===== config.mk =====
export PLATFORM = sky130hd
export DESIGN_NAME = ap_ctrl_initiator
export DESIGN_NICKNAME = d
export VERILOG_FILES = /design/src/rtl/ap_ctrl_pkg.sv /design/src/rtl/ap_ctrl_sync_fifo.sv /design/src/rtl/ap_ctrl_initiator.sv
export SDC_FILE = /design/constraint.sdc
export NUM_CORES = 1
export LEC_CHECK = 0
export ABC_CLOCK_PERIOD_IN_PS = 5880
export BUFFER_PORTS_ARGS = -buffer_cell sky130_fd_sc_hd__buf_2
export CORE_MARGIN = 2
export CORE_UTILIZATION = 54
export CTS_CLUSTER_DIAMETER = 150
export DETAILED_ROUTE_END_ITERATION = 12
export PLACE_DENSITY_LB_ADDON = 0.15
export REMOVE_ABC_BUFFERS = 1
export SLEW_MARGIN = 10
export SYNTH_ARGS = -nofsm -noshare
export SYNTH_HDL_FRONTEND = slang
export SYNTH_SLANG_ARGS = --single-unit

===== constraint.sdc =====
create_clock -name clock -period 5.88 [get_ports clock]
set_clock_uncertainty 0.05 [all_clocks]
set_input_delay 0.294 -clock clock [delete_from_list [all_inputs] [get_ports clock]]
set_output_delay 0.294 -clock clock [all_outputs]
set_load 0.02 [all_outputs]

===== src/rtl/ap_ctrl_pkg.sv =====
// ap_ctrl_pkg
// Shared types and default widths for the ap_ctrl_chain initiator.
//   state_e   : run-level FSM states of the initiator
//   CNT_W_DEF : default width of transaction counts
//   LAT_W_DEF : default width of the cycle timer and latency results
//   cnt_t     : transaction count at the default width
//   lat_t     : latency / timestamp at the default width
package ap_ctrl_pkg;

    localparam int CNT_W_DEF = 16;
    localparam int LAT_W_DEF = 32;

    typedef enum logic [1:0] {
        IDLE,
        RUN,
        DRAIN,
        FIN
    } state_e;

    typedef logic [CNT_W_DEF-1:0] cnt_t;
    typedef logic [LAT_W_DEF-1:0] lat_t;

endpackage


===== src/rtl/ap_ctrl_sync_fifo.sv =====
// ap_ctrl_sync_fifo
// Small synchronous first-word-fall-through FIFO.
//   clock, reset : system clock, synchronous active-high reset
//   push         : write push_data (ignored when full, unless popping too)
//   push_data    : WIDTH-bit write data
//   pop          : drop the head entry (ignored when empty)
//   pop_data     : head entry, valid whenever empty is low
//   full, empty  : occupancy flags
// A push and a pop in the same cycle are both honoured, also when full.
module ap_ctrl_sync_fifo #(
    parameter int WIDTH = 32,
    parameter int DEPTH = 4
) (
    input  logic             clock,
    input  logic             reset,
    input  logic             push,
    input  logic [WIDTH-1:0] push_data,
    input  logic             pop,
    output logic [WIDTH-1:0] pop_data,
    output logic             full,
    output logic             empty
);

    localparam int AW = (DEPTH > 1) ? $clog2(DEPTH) : 1;
    localparam int CW = $clog2(DEPTH + 1);

    logic [WIDTH-1:0] mem [DEPTH];
    logic [AW-1:0]    wr_ptr;
    logic [AW-1:0]    rd_ptr;
    logic [CW-1:0]    count;
    logic             do_push;
    logic             do_pop;

    assign full     = (count == CW'(DEPTH));
    assign empty    = (count == '0);
    assign do_pop   = pop && !empty;
    // When full, the slot being written is the one being popped this cycle.
    assign do_push  = push && (!full || do_pop);
    assign pop_data = mem[rd_ptr];

    function automatic logic [AW-1:0] bump(input logic [AW-1:0] p);
        return (p == AW'(DEPTH - 1)) ? '0 : p + AW'(1);
    endfunction

    // NOTE: the storage array is deliberately not reset; only the pointers and
    // the count decide which entries are meaningful.
    always_ff @(posedge clock) begin
        if (do_push) begin
            mem[wr_ptr] <= push_data;
        end
    end

    always_ff @(posedge clock) begin
        if (reset) begin
            wr_ptr <= '0;
            rd_ptr <= '0;
            count  <= '0;
        end else begin
            if (do_push) wr_ptr <= bump(wr_ptr);
            if (do_pop)  rd_ptr <= bump(rd_ptr);
            case ({do_push, do_pop})
                2'b10:   count <= count + CW'(1);
                2'b01:   count <= count - CW'(1);
                default: ;
            endcase
        end
    end

endmodule


===== src/rtl/ap_ctrl_initiator.sv =====
// ap_ctrl_initiator
// Driving end of an ap_ctrl_chain / ap_ctrl_hs handshake. Launches a commanded
// number of transactions into an HLS core, applies ap_continue backpressure
// and streams out each transaction's start-to-done latency in cycles.
//   clock, reset          : system clock, synchronous active-high reset
//   cmd_valid/ready/count : run request (accepted only in IDLE)
//   ap_start/ready        : launch handshake towards the core
//   ap_done/continue      : completion handshake from the core
//   lat_valid/ready/data  : latency result stream
//   busy, run_done        : run status, one-cycle end-of-run pulse
//   started_cnt, done_cnt : transactions accepted / completed in this run
module ap_ctrl_initiator
    import ap_ctrl_pkg::*;
#(
    parameter int CNT_W        = CNT_W_DEF,
    parameter int LAT_W        = LAT_W_DEF,
    parameter int MAX_INFLIGHT = 4,
    parameter int RES_DEPTH    = 4
) (
    input  logic             clock,
    input  logic             reset,
    input  logic             cmd_valid,
    output logic             cmd_ready,
    input  logic [CNT_W-1:0] cmd_count,
    output logic             ap_start,
    input  logic             ap_ready,
    input  logic             ap_done,
    output logic             ap_continue,
    output logic             lat_valid,
    input  logic             lat_ready,
    output logic [LAT_W-1:0] lat_data,
    output logic             busy,
    output logic             run_done,
    output logic [CNT_W-1:0] started_cnt,
    output logic [CNT_W-1:0] done_cnt
);

    state_e           state;
    logic [CNT_W-1:0] count_q;
    logic [LAT_W-1:0] timer;
    logic [LAT_W-1:0] ts_start;
    logic             accept;
    logic             complete;
    logic             if_push;
    logic             if_full;
    logic             if_empty;
    logic [LAT_W-1:0] if_head;
    logic             res_full;
    logic             res_empty;
    logic [LAT_W-1:0] res_head;
    logic [LAT_W-1:0] lat_calc;
    logic [CNT_W-1:0] started_nxt;
    logic [CNT_W-1:0] done_nxt;
    logic [CNT_W-1:0] inflight_nxt;

    assign accept      = ap_start && ap_ready;
    assign ap_continue = !res_full;
    // An ap_done with nothing in flight is a protocol error and is dropped.
    assign complete    = ap_done && ap_continue && !if_empty;
    assign if_push     = accept && (!if_full || complete);
    // Modular subtraction keeps the result correct across a timer wrap.
    assign lat_calc    = timer - if_head;

    assign started_nxt  = started_cnt + CNT_W'(accept);
    assign done_nxt     = done_cnt + CNT_W'(complete);
    assign inflight_nxt = started_nxt - done_nxt;

    assign lat_valid = !res_empty;
    assign lat_data  = lat_valid ? res_head : '0;

    ap_ctrl_sync_fifo #(.WIDTH(LAT_W), .DEPTH(MAX_INFLIGHT)) u_inflight (
        .clock     (clock),
        .reset     (reset),
        .push      (if_push),
        .push_data (ts_start),
        .pop       (complete),
        .pop_data  (if_head),
        .full      (if_full),
        .empty     (if_empty)
    );

    ap_ctrl_sync_fifo #(.WIDTH(LAT_W), .DEPTH(RES_DEPTH)) u_result (
        .clock     (clock),
        .reset     (reset),
        .push      (complete),
        .push_data (lat_calc),
        .pop       (lat_valid && lat_ready),
        .pop_data  (res_head),
        .full      (res_full),
        .empty     (res_empty)
    );

    // NOTE: all state here is updated with non-blocking assignments, so every
    // branch reads the pre-edge register values regardless of statement order.
    always_ff @(posedge clock) begin
        if (reset) begin
            state       <= IDLE;
            cmd_ready   <= 1'b1;
            busy        <= 1'b0;
            run_done    <= 1'b0;
            ap_start    <= 1'b0;
            count_q     <= '0;
            started_cnt <= '0;
            done_cnt    <= '0;
            timer       <= '0;
            ts_start    <= '0;
        end else begin
            timer    <= timer + LAT_W'(1);
            run_done <= 1'b0;
            case (state)
                IDLE: begin
                    if (cmd_valid) begin
                        count_q     <= cmd_count;
                        started_cnt <= '0;
                        done_cnt    <= '0;
                        cmd_ready   <= 1'b0;
                        busy        <= 1'b1;
                        if (cmd_count == '0) begin
                            state    <= FIN;
                            run_done <= 1'b1;
                        end else begin
                            state    <= RUN;
                            ap_start <= 1'b1;
                            // Timestamp = timer value in ap_start's first high cycle.
                            ts_start <= timer + LAT_W'(1);
                        end
                    end
                end
                RUN: begin
                    started_cnt <= started_nxt;
                    done_cnt    <= done_nxt;
                    // A pending start is held until accepted, never withdrawn.
                    if (!ap_start || ap_ready) begin
                        if (started_nxt < count_q &&
                            inflight_nxt < CNT_W'(MAX_INFLIGHT)) begin
                            ap_start <= 1'b1;
                            ts_start <= timer + LAT_W'(1);
                        end else begin
                            ap_start <= 1'b0;
                        end
                    end
                    if (started_nxt == count_q) state <= DRAIN;
                end
                DRAIN: begin
                    done_cnt <= done_nxt;
                    if (done_nxt == count_q) begin
                        state    <= FIN;
                        run_done <= 1'b1;
                    end
                end
                FIN: begin
                    state     <= IDLE;
                    cmd_ready <= 1'b1;
                    busy      <= 1'b0;
                end
                default: state <= IDLE;
            endcase
        end
    end

endmodule

==> results of run 1 <==
[worst paths after layout]
path / start / endpoint / slack, ns / depth (start not counted)
hold reg to reg: count_q[5]$_SDFFE_PP0P_ / count_q[5]$_SDFFE_PP0P_ / 0.40 / 2
hold / removal: lat_ready / flip-flop / 0.16 / 4
setup reg to reg: u_result.count[0]$_SDFFE_PP0P_ / ts_start[0]$_SDFFE_PP0P_ / 0.48 / 23
setup / recovery: u_result.count[0]$_SDFFE_PP0P_ / ts_start[0]$_SDFFE_PP0P_ / 0.48 / 23
[stage by stage]
| stage | total power, uW | std cells |
|---|---|---|
| after floorplan | 4710 | 1482 |
| after global placement | 5250 | 2038 |
| after detailed placement | 5300 | 2038 |
| after CTS | 7830 | 2128 |
| after global routing | 8140 | 2128 |
| final | 7750 | 2128 |
[metal layers]
metal	up-vias	track usage (%)
met5	-	0
met4	0	5.92
met3	56	3.11
met2	286	36.2
met1	5800	30.3
li1	5849	-
[power groups by stage]
stage               clock network (uW)  registers, uW  logic, uW
finish                            2510           3300       1940
global route                      2680           3320       2140
CTS                               2570           3300       1950
detailed placement                   0           3360       1940
global placement                     0           3350       1900
floorplan                            0           3400       1300
[cells by family after synthesis]
family                     Yosys count  synth area share, %
AOI/OAI and AO/OA                  270                 9.07
xor gates and xnor gates            99                 4.73
adders and majority gates           83                 5.74
buffers and inverters              144                 3.02
DFF                                392                 56.3
muxes                               73                 8.30
and+or+nand+nor                    477                 12.8
[cell usage after synthesis (all sizes together) (15+ instances only)]
cell    count
a21o       31
a21oi      94
and2       46
and3       18
buf        15
clkbuf     41
dfxtp     136
edfxtp    256
ha         80
inv        88
mux4       64
nand2     116
nand2b     29
nand3      42
nand4      17
nor2      126
o21ai      69
or3        18
xnor2      54
xor2       45
[worst max-delay path, cell delays in order, from the launching register on]
cell	delay (ns)
sky130_fd_sc_hd__dfxtp_1	0.35
sky130_fd_sc_hd__inv_1	0.08
sky130_fd_sc_hd__nand3_1	0.10
sky130_fd_sc_hd__nand2_1	0.07
sky130_fd_sc_hd__or2_2	0.37
sky130_fd_sc_hd__inv_1	0.09
sky130_fd_sc_hd__ha_1	0.19
sky130_fd_sc_hd__ha_1	0.26
sky130_fd_sc_hd__nand3_1	0.23
sky130_fd_sc_hd__nor3_1	0.47
sky130_fd_sc_hd__nand3_1	0.15
sky130_fd_sc_hd__xor2_1	0.36
sky130_fd_sc_hd__ha_1	0.33
sky130_fd_sc_hd__nor2b_1	0.08
sky130_fd_sc_hd__a2111oi_0	0.41
sky130_fd_sc_hd__o2111ai_1	0.18
sky130_fd_sc_hd__nor3_1	0.17
sky130_fd_sc_hd__nand4_1	0.11
sky130_fd_sc_hd__nor4_1	0.27
sky130_fd_sc_hd__nand4_1	0.19
sky130_fd_sc_hd__o21ai_4	0.18
sky130_fd_sc_hd__buf_12	0.28
sky130_fd_sc_hd__mux2i_1	0.22
sky130_fd_sc_hd__nor2_1	0.05
[registers in the layout, summed over array words and instances (netlist names), 16 cells and up, named ones only]
name and cells:
started_cnt 16, timer 32, u_result.mem 128, u_inflight.mem 128, count_q 16, ts_start 32
done_cnt 16
[area by class of cell]
type / instances / area, sq um / share of cell area (%)
repair buffers: 124 / 758 / 3.63
well taps: 448 / 561 / 2.68
clock inverters: 30 / 236 / 1.13
multi-input cells: 1002 / 7520 / 36.0
flip-flops and latches: 392 / 10400 / 49.8
inverters: 88 / 330 / 1.58
clock buffers: 44 / 1080 / 5.17
[what timing repair did]
action	4_1_cts	5_1_grt
hold buffers	16	0
setup endpoints to repair	0	0
endpoints found under the hold margin	16	0
[cell usage in the layout, fill, tap and decap left out, drive strengths merged, types with 5 or more instances in the layout]
master / instances
edfxtp: 256
dfxtp: 136
nor2: 126
nand2: 116
buf: 108
a21oi: 94
inv: 89
ha: 80
o21ai: 69
mux4: 64
xnor2: 54
and2: 46
xor2: 45
clkbuf: 44
nand3: 42
a21o: 31
nand2b: 29
clkinv: 22
or3: 18
and3: 18
nand4: 17
dlygate4sd3: 16
nor3: 14
nor3b: 12
nor4: 12
nor2b: 10
o21a: 9
a22oi: 8
a211oi: 7
mux2i: 6
o211a: 5
o211ai: 5
or2: 5
==> impl_results.md, run 1 <==
- Outcome: complete, no violations
- Row count: 67
- Number of diodes added for antenna fixing: 0
- TritonRoute pass-1 iters: 5
- Main synth FF type: sky130_fd_sc_hd__edfxtp_1
- Total Routing Usage GR: 21.8%
- Width of the die: approximately 190 um
- RSZ-0062 raised after global routing: false
- Die height: 189 um
- Top-area cell type share of the netlist area: 41.6%
- Root cell of the clock tree: sky130_fd_sc_hd__clkbuf_16
- CTS sink count: ~390
- Pre-CTS WS: 0.585 ns
- Worst slew margin relative to its limit: 36.2%
- Clock buffers created by TritonCTS: between 40 and 50
- Routed wl met3: between 1.5 and 2 mm
- Peak clock frequency supported by timing: about 190 MHz
- Share of the core filled with cells in the final layout: 62.2%
- Part of the Yosys area used for sequential elements: 56.3%
- Number of design-rule violations left by the first detailed-router iteration: 876
- Required @ worst endpoint: 6.22 ns
- Syn Inst Count: 1,538
- Number of global-route vias before repair: 11,800
- Hold violation total from the final report: 0
- Top routing layer in use: met4
- Least setup slack across all paths after layout: about 0.48 ns
- Hold WS: 0.163 ns
- Setup CP Type: reg2reg
- Net switching fraction of the power: between 30% and 40%
- Final Cell Area: about 21,000 sq um
- Total negative setup slack: 0 ns
- Clock tree from TritonCTS: built
- Number of slew-limit violations in the final report: 0
- Number of buffers added on ports: 91
- Avg Inst Size Synth: between 10 and 15 sq um
- Area grow syn2layout: 13.0%
- Detailed placement HPWL: 25.3 mm
- Async set or reset register ratio after synthesis: 0%
- Transition at the pin with the smallest max-transition slack: 0.956 ns
- DRC errors left: 0
- Largest net degree at the start of global routing: roughly 80
- Number of antenna violations at the first check in global routing: 0
- Data arrival at the endpoint of the critical path: 5.74 ns
- VDD IR-drop max: 0.266 mV
- Buffer count from post-CTS setup fixing: 0
- First-pass GRT wire length: 62.2 mm
- Register share of total power: 42.6%
- Total routed wire length on the met1 layer: 17.6 mm
- Power Density: around 370 nW/um^2
- Level count of the clock H-tree: 2
- Switching power: 2330 uW
- Portion of total power attributed to the clock network: 32.4%
- Ratio of routed vias to standard cells: 5.63
- Flip-flop and latch count after synthesis: 392
- Antenna-violating nets left: 0
- Ratio of cells with drive above 1 in the final layout: 15.1%
- Time the worst path needs with I/O delays and setup: 5.40 ns
- Core Area: 33,600 sq um
- Die area: 35,700 sq um
- CTS-repair resized insts: 0
- Buffers from clock root to sink, at most: 3
- Routed met2 length: roughly 18 mm
- Routed wirelength normalized by instance count: around 18 um
- Internal power: roughly 5400 uW
- FILL cells: around 2,600
- Period Utilization, post-route: 91.8%
- GR Overflow Total: 0
- Effective utilization at floorplan: roughly 55%
- Endpoint class of the critical path: flip-flop
- Area contributors post-synth: sky130_fd_sc_hd__edfxtp_1, sky130_fd_sc_hd__dfxtp_1, sky130_fd_sc_hd__mux4_2
- IO Pins: 92
- Largest fanout on the critical path: 63
- Last weighted congestion value of the routability-driven placer: 0.910
- Synth warnings: 0
- Via count of the routed design: 12,000
- Combinational fraction of design power: 25.0%
- Post-synth EDFFs: 256
- Biggest area consumer among synthesized cells: sky130_fd_sc_hd__edfxtp_1
- Later-pin clock latency in the skew report: around 0.54 ns
- Clock slew at reported path FFs: 0.06 ns
- # setup viols final: 0
- Synthesized cell area: between 15,000 and 20,000 sq um
- DP Area: 19,400 sq um
- Count of unique library cells instantiated by Yosys: 69
- Final layout net count: 1,754
- Classification of the worst-slack hold path: in2reg
- Worst setup SP type: flip-flop
- Max-cap violation count: 0
- Leakage power total: 0.00810 uW
- Final Routed Wirelength: 38.1 mm
Power figures use the tool's default switching activity.
==> inputs of run 2 (changes only) <==
--- a/config.mk
+++ b/config.mk
@@ -15,3 +15,2 @@
 export REMOVE_ABC_BUFFERS = 1
-export SLEW_MARGIN = 10
 export SYNTH_ARGS = -nofsm -noshare
==> constraint.sdc (replaced) <==
create_clock -name clock -period 5.88 [get_ports clock]
set_clock_uncertainty 0.05 [all_clocks]
set_input_delay 1.176 -clock clock [delete_from_list [all_inputs] [get_ports clock]]
set_output_delay 1.176 -clock clock [all_outputs]
set_load 0.02 [all_outputs]
==> run 2 against run 1 <==
Compared with the run above: sequential share of layout area rose by 0.15 points; critical path depth did not move; non-clock buffer count decreased by 11; design area is 0.29% lower; register-to-register slack gained 0.36 ns; combinational power about the same; clock power rose by 4%; routed wire length shrank 1.7%; critical endpoint unchanged; sequential power barely moved; via count is 1.7% lower; flip-flop and latch count did not move; final cell count shrank 0.56%.
==> impl_results.md, run 2 (same netlist as run 1, synthesis figures left out) <==
- Area grow syn2layout: 12.7%
- Top routing layer in use: met4
- Worst setup SP type: input port
- Classification of the worst-slack hold path: reg2reg
- IO Pins: 92 (unchanged)
- Combinational fraction of design power: 24.6% (-0.4 points)
- Final Routed Wirelength: 37.4 mm (-1.7%)
- Clock slew at reported path FFs: 0.06 ns (about the same)
- Routed wl met3: 1.61 mm (-3.8%)
- Total negative setup slack: 0 ns (unchanged)
- Routed wirelength normalized by instance count: 17.7 um (-1.2%)
- Die height: 189 um (unchanged)
- Net switching fraction of the power: 29.6% (-0.48 points)
- Largest fanout on the critical path: 63 (unchanged)
- Via count of the routed design: 11,800 (-1.7%)
- Final layout net count: 1,742 (-0.68%)
- Outcome: complete, no violations
- Data arrival at the endpoint of the critical path: 5.47 ns (-0.27 ns)
- Ratio of cells with drive above 1 in the final layout: 15.3% (+0.29 points)
- Core Area: 33,600 sq um (unchanged)
- FILL cells: 2,669 (+1.1%)
- Width of the die: 189 um (unchanged)
- Internal power: 5520 uW (+1.9%)
- Highest-count cells in the layout ignoring fill and taps: sky130_fd_sc_hd__edfxtp_1, sky130_fd_sc_hd__dfxtp_1, sky130_fd_sc_hd__nor2_1, sky130_fd_sc_hd__nand2_1, sky130_fd_sc_hd__a21oi_1
- Routed met2 length: 17.7 mm (-2.2%)
- CTS sink count: 392 (unchanged)
- Hold violation total from the final report: 0 (unchanged)
- Antenna-violating nets left: 0 (unchanged)
- Commonest non-fill, non-tap cell in the layout: sky130_fd_sc_hd__edfxtp_1
- Period Utilization, post-route: 87.3% (-4.6 points)
- Register area: 10,400 sq um (unchanged)
- Required @ worst endpoint: 6.22 ns (about the same)
- Later-pin clock latency in the skew report: 0.54 ns (about the same)
- Number of buffers added on ports: 91 (unchanged)
- Final Cell Area: 20,800 sq um (-0.29%)
- VDD IR-drop max: 0.251 mV (-5.7%)
- Worst-case hold path end point: count_q[6]$_SDFFE_PP0P_
- Setup slack on the worst flop-to-flop path: 0.84 ns (+0.36 ns)
- TritonRoute pass-1 iters: 5 (unchanged)
- Time the worst path needs with I/O delays and setup: 5.13 ns (-0.269 ns)
- Portion of total power attributed to the clock network: 33.2% (+0.8 points)
- Register share of total power: 42.2% (-0.4 points)
- Cell count after placement: 2,043 (+0.25%)
- Regs by FF count: u_inflight.mem x128, u_result.mem x128
- Detailed placement HPWL: 25.6 mm (+1.0%)
- Setup CP Type: in2reg
- # hold bufs at CTS: 0 (-16)
- R2R depth: 24 (+4.3%)
- Row count: 67 (unchanged)
- First-pass GRT wire length: 60.8 mm (-2.2%)
- Total routed wire length on the met1 layer: 17.4 mm (-0.64%)
- Slowest library cell on the worst path: sky130_fd_sc_hd__a2111oi_0
- Min-delay src: count_q[6]$_SDFFE_PP0P_
- Crit Reg-Reg Endpoint: ts_start[0]$_SDFFE_PP0P_
- CTS-repair resized insts: 0 (unchanged)
- Ratio of routed vias to standard cells: 5.57 (-1.1%)
- Effective utilization at floorplan: 55.0% (unchanged)
- # setup viols final: 0 (unchanged)
- Endpoint class of the critical path: flip-flop
- Buffers from clock root to sink, at most: 3 (unchanged)
- Total Routing Usage GR: 21.3% (-0.54 points)
- Level count of the clock H-tree: 2 (unchanged)
- DP Area: 19,500 sq um (+0.19%)
- Multi-input combinational cell area: 7520 sq um (unchanged)
- Worst slew margin relative to its limit: 39.9% (+3.6 points)
- Leakage power total: 0.00808 uW (-0.23%)
- Worst path cell trace: buf_2 -> nand2_1 -> or2_2 -> inv_1 -> ha_1 -> ha_1 -> nand3_1 -> nor3_1 -> buf_4 -> nand3_1 -> xor2_1 -> ha_1 -> nor2b_1 -> a2111oi_0 -> o2111ai_1 -> nor3_1 -> nand4_1 -> nor4_1 -> nand4_1 -> o21ai_4 -> buf_12 -> mux2i_1 -> nor2_1
- Last weighted congestion value of the routability-driven placer: 0.880 (-3.4%)
- RSZ-0062 raised after global routing: false
- Buffer count from post-CTS setup fixing: 0 (unchanged)
- Cell Count, Final, Fillers Out: 2,116 (-0.56%)
- Number of design-rule violations left by the first detailed-router iteration: 735 (-16%)
- Max-cap violation count: 0 (unchanged)
- Die area: 35,700 sq um (unchanged)
- Cell depth of the worst hold path: 2 (-2)
- Number of diodes added for antenna fixing: 0 (unchanged)
- GR Overflow Total: 0 (unchanged)
- Max stage delay on crit path: 0.38 ns (-0.09 ns)
- Origin of the critical flop-to-flop path: u_result.count[0]$_SDFFE_PP0P_
- Most frequent cell on the critical path: sky130_fd_sc_hd__ha_1
- Peak clock frequency supported by timing: 195 MHz (+5.2%)
- Largest net degree at the start of global routing: 83 (+2.5%)
- Transition at the pin with the smallest max-transition slack: 0.902 ns (-0.0543 ns)
- Switching power: 2320 uW (-0.38%)
- Number of global-route vias before repair: 11,600 (-2.2%)
- DRC errors left: 0 (unchanged)
- Number of slew-limit violations in the final report: 0 (unchanged)
- Root cell of the clock tree: sky130_fd_sc_hd__clkbuf_16
- Power Density: 376 nW/um^2 (+1.5%)
- Clock tree from TritonCTS: built
- Clock buffers created by TritonCTS: 40 (-2.4%)
- Number of antenna violations at the first check in global routing: 0 (unchanged)
[run 2: critical path, delay by kind of cell]
kind | cells | cell delay (ns)
buffers and inverters | 4 | 0.56
AO/OA/AOI/OAI | 3 | 0.72
adder cells (fa/ha/maj) | 3 | 0.67
AND/OR/NAND/NOR | 11 | 1.75
XOR/XNOR | 1 | 0.32
multiplexers | 1 | 0.24
[run 2: through the flow]
step	power [uW]	hold slack (ns)	utilization (%)	setup slack, ns
6_report	7840	0.404	62.0	0.749
5_1_grt	8240	0.422	62.0	0.340
3_3_place_gp	5260	0.395	57.9	0.270
4_1_cts	7930	0.406	62.0	0.736
3_5_place_dp	5300	0.398	57.9	0.213
2_1_floorplan	4710	0.380	-	0.156
[run 2: power by group through the flow]
| stage | registers (uW) | clock network, uW | logic [uW] |
|---|---|---|---|
| after floorplan | 3400 | 0 | 1300 |
| after global placement | 3360 | 0 | 1900 |
| after detailed placement | 3370 | 0 | 1940 |
| after CTS | 3310 | 2670 | 1940 |
| after global routing | 3330 | 2770 | 2140 |
| final | 3310 | 2610 | 1930 |
[run 2: layer usage]
metal | vias up | global-route usage, %
met5 | - | 0
met1 | 5674 | 29.2
met3 | 52 | 3.32
met4 | 0 | 5.83
li1 | 5816 | -
met2 | 249 | 35.5
[run 2: worst max-delay path by stage]
| stage | from | end | depth (start not counted) |
|---|---|---|---|
| after CTS | ap_done | ts_start[0]$_SDFFE_PP0P_ | 23 |
| after detailed placement | ap_done | ts_start[1]$_SDFFE_PP0P_ | 23 |
| final | ap_done | ts_start[0]$_SDFFE_PP0P_ | 23 |
| after floorplan | ap_done | ts_start[0]$_SDFFE_PP0P_ | 20 |
| after global placement | ap_done | ts_start[1]$_SDFFE_PP0P_ | 23 |
| after global routing | ap_done | ts_start[1]$_SDFFE_PP0P_ | 23 |
[run 2: area by class of cell]
| class | instances | share of cell area, % |
|---|---|---|
| multi-input cells | 1002 | 36.1 |
| flip-flops and latches | 392 | 50.0 |
| well taps | 448 | 2.69 |
| clock buffers | 49 | 5.32 |
| repair buffers | 113 | 3.05 |
| inverters | 88 | 1.59 |
| clock inverters | 24 | 1.29 |
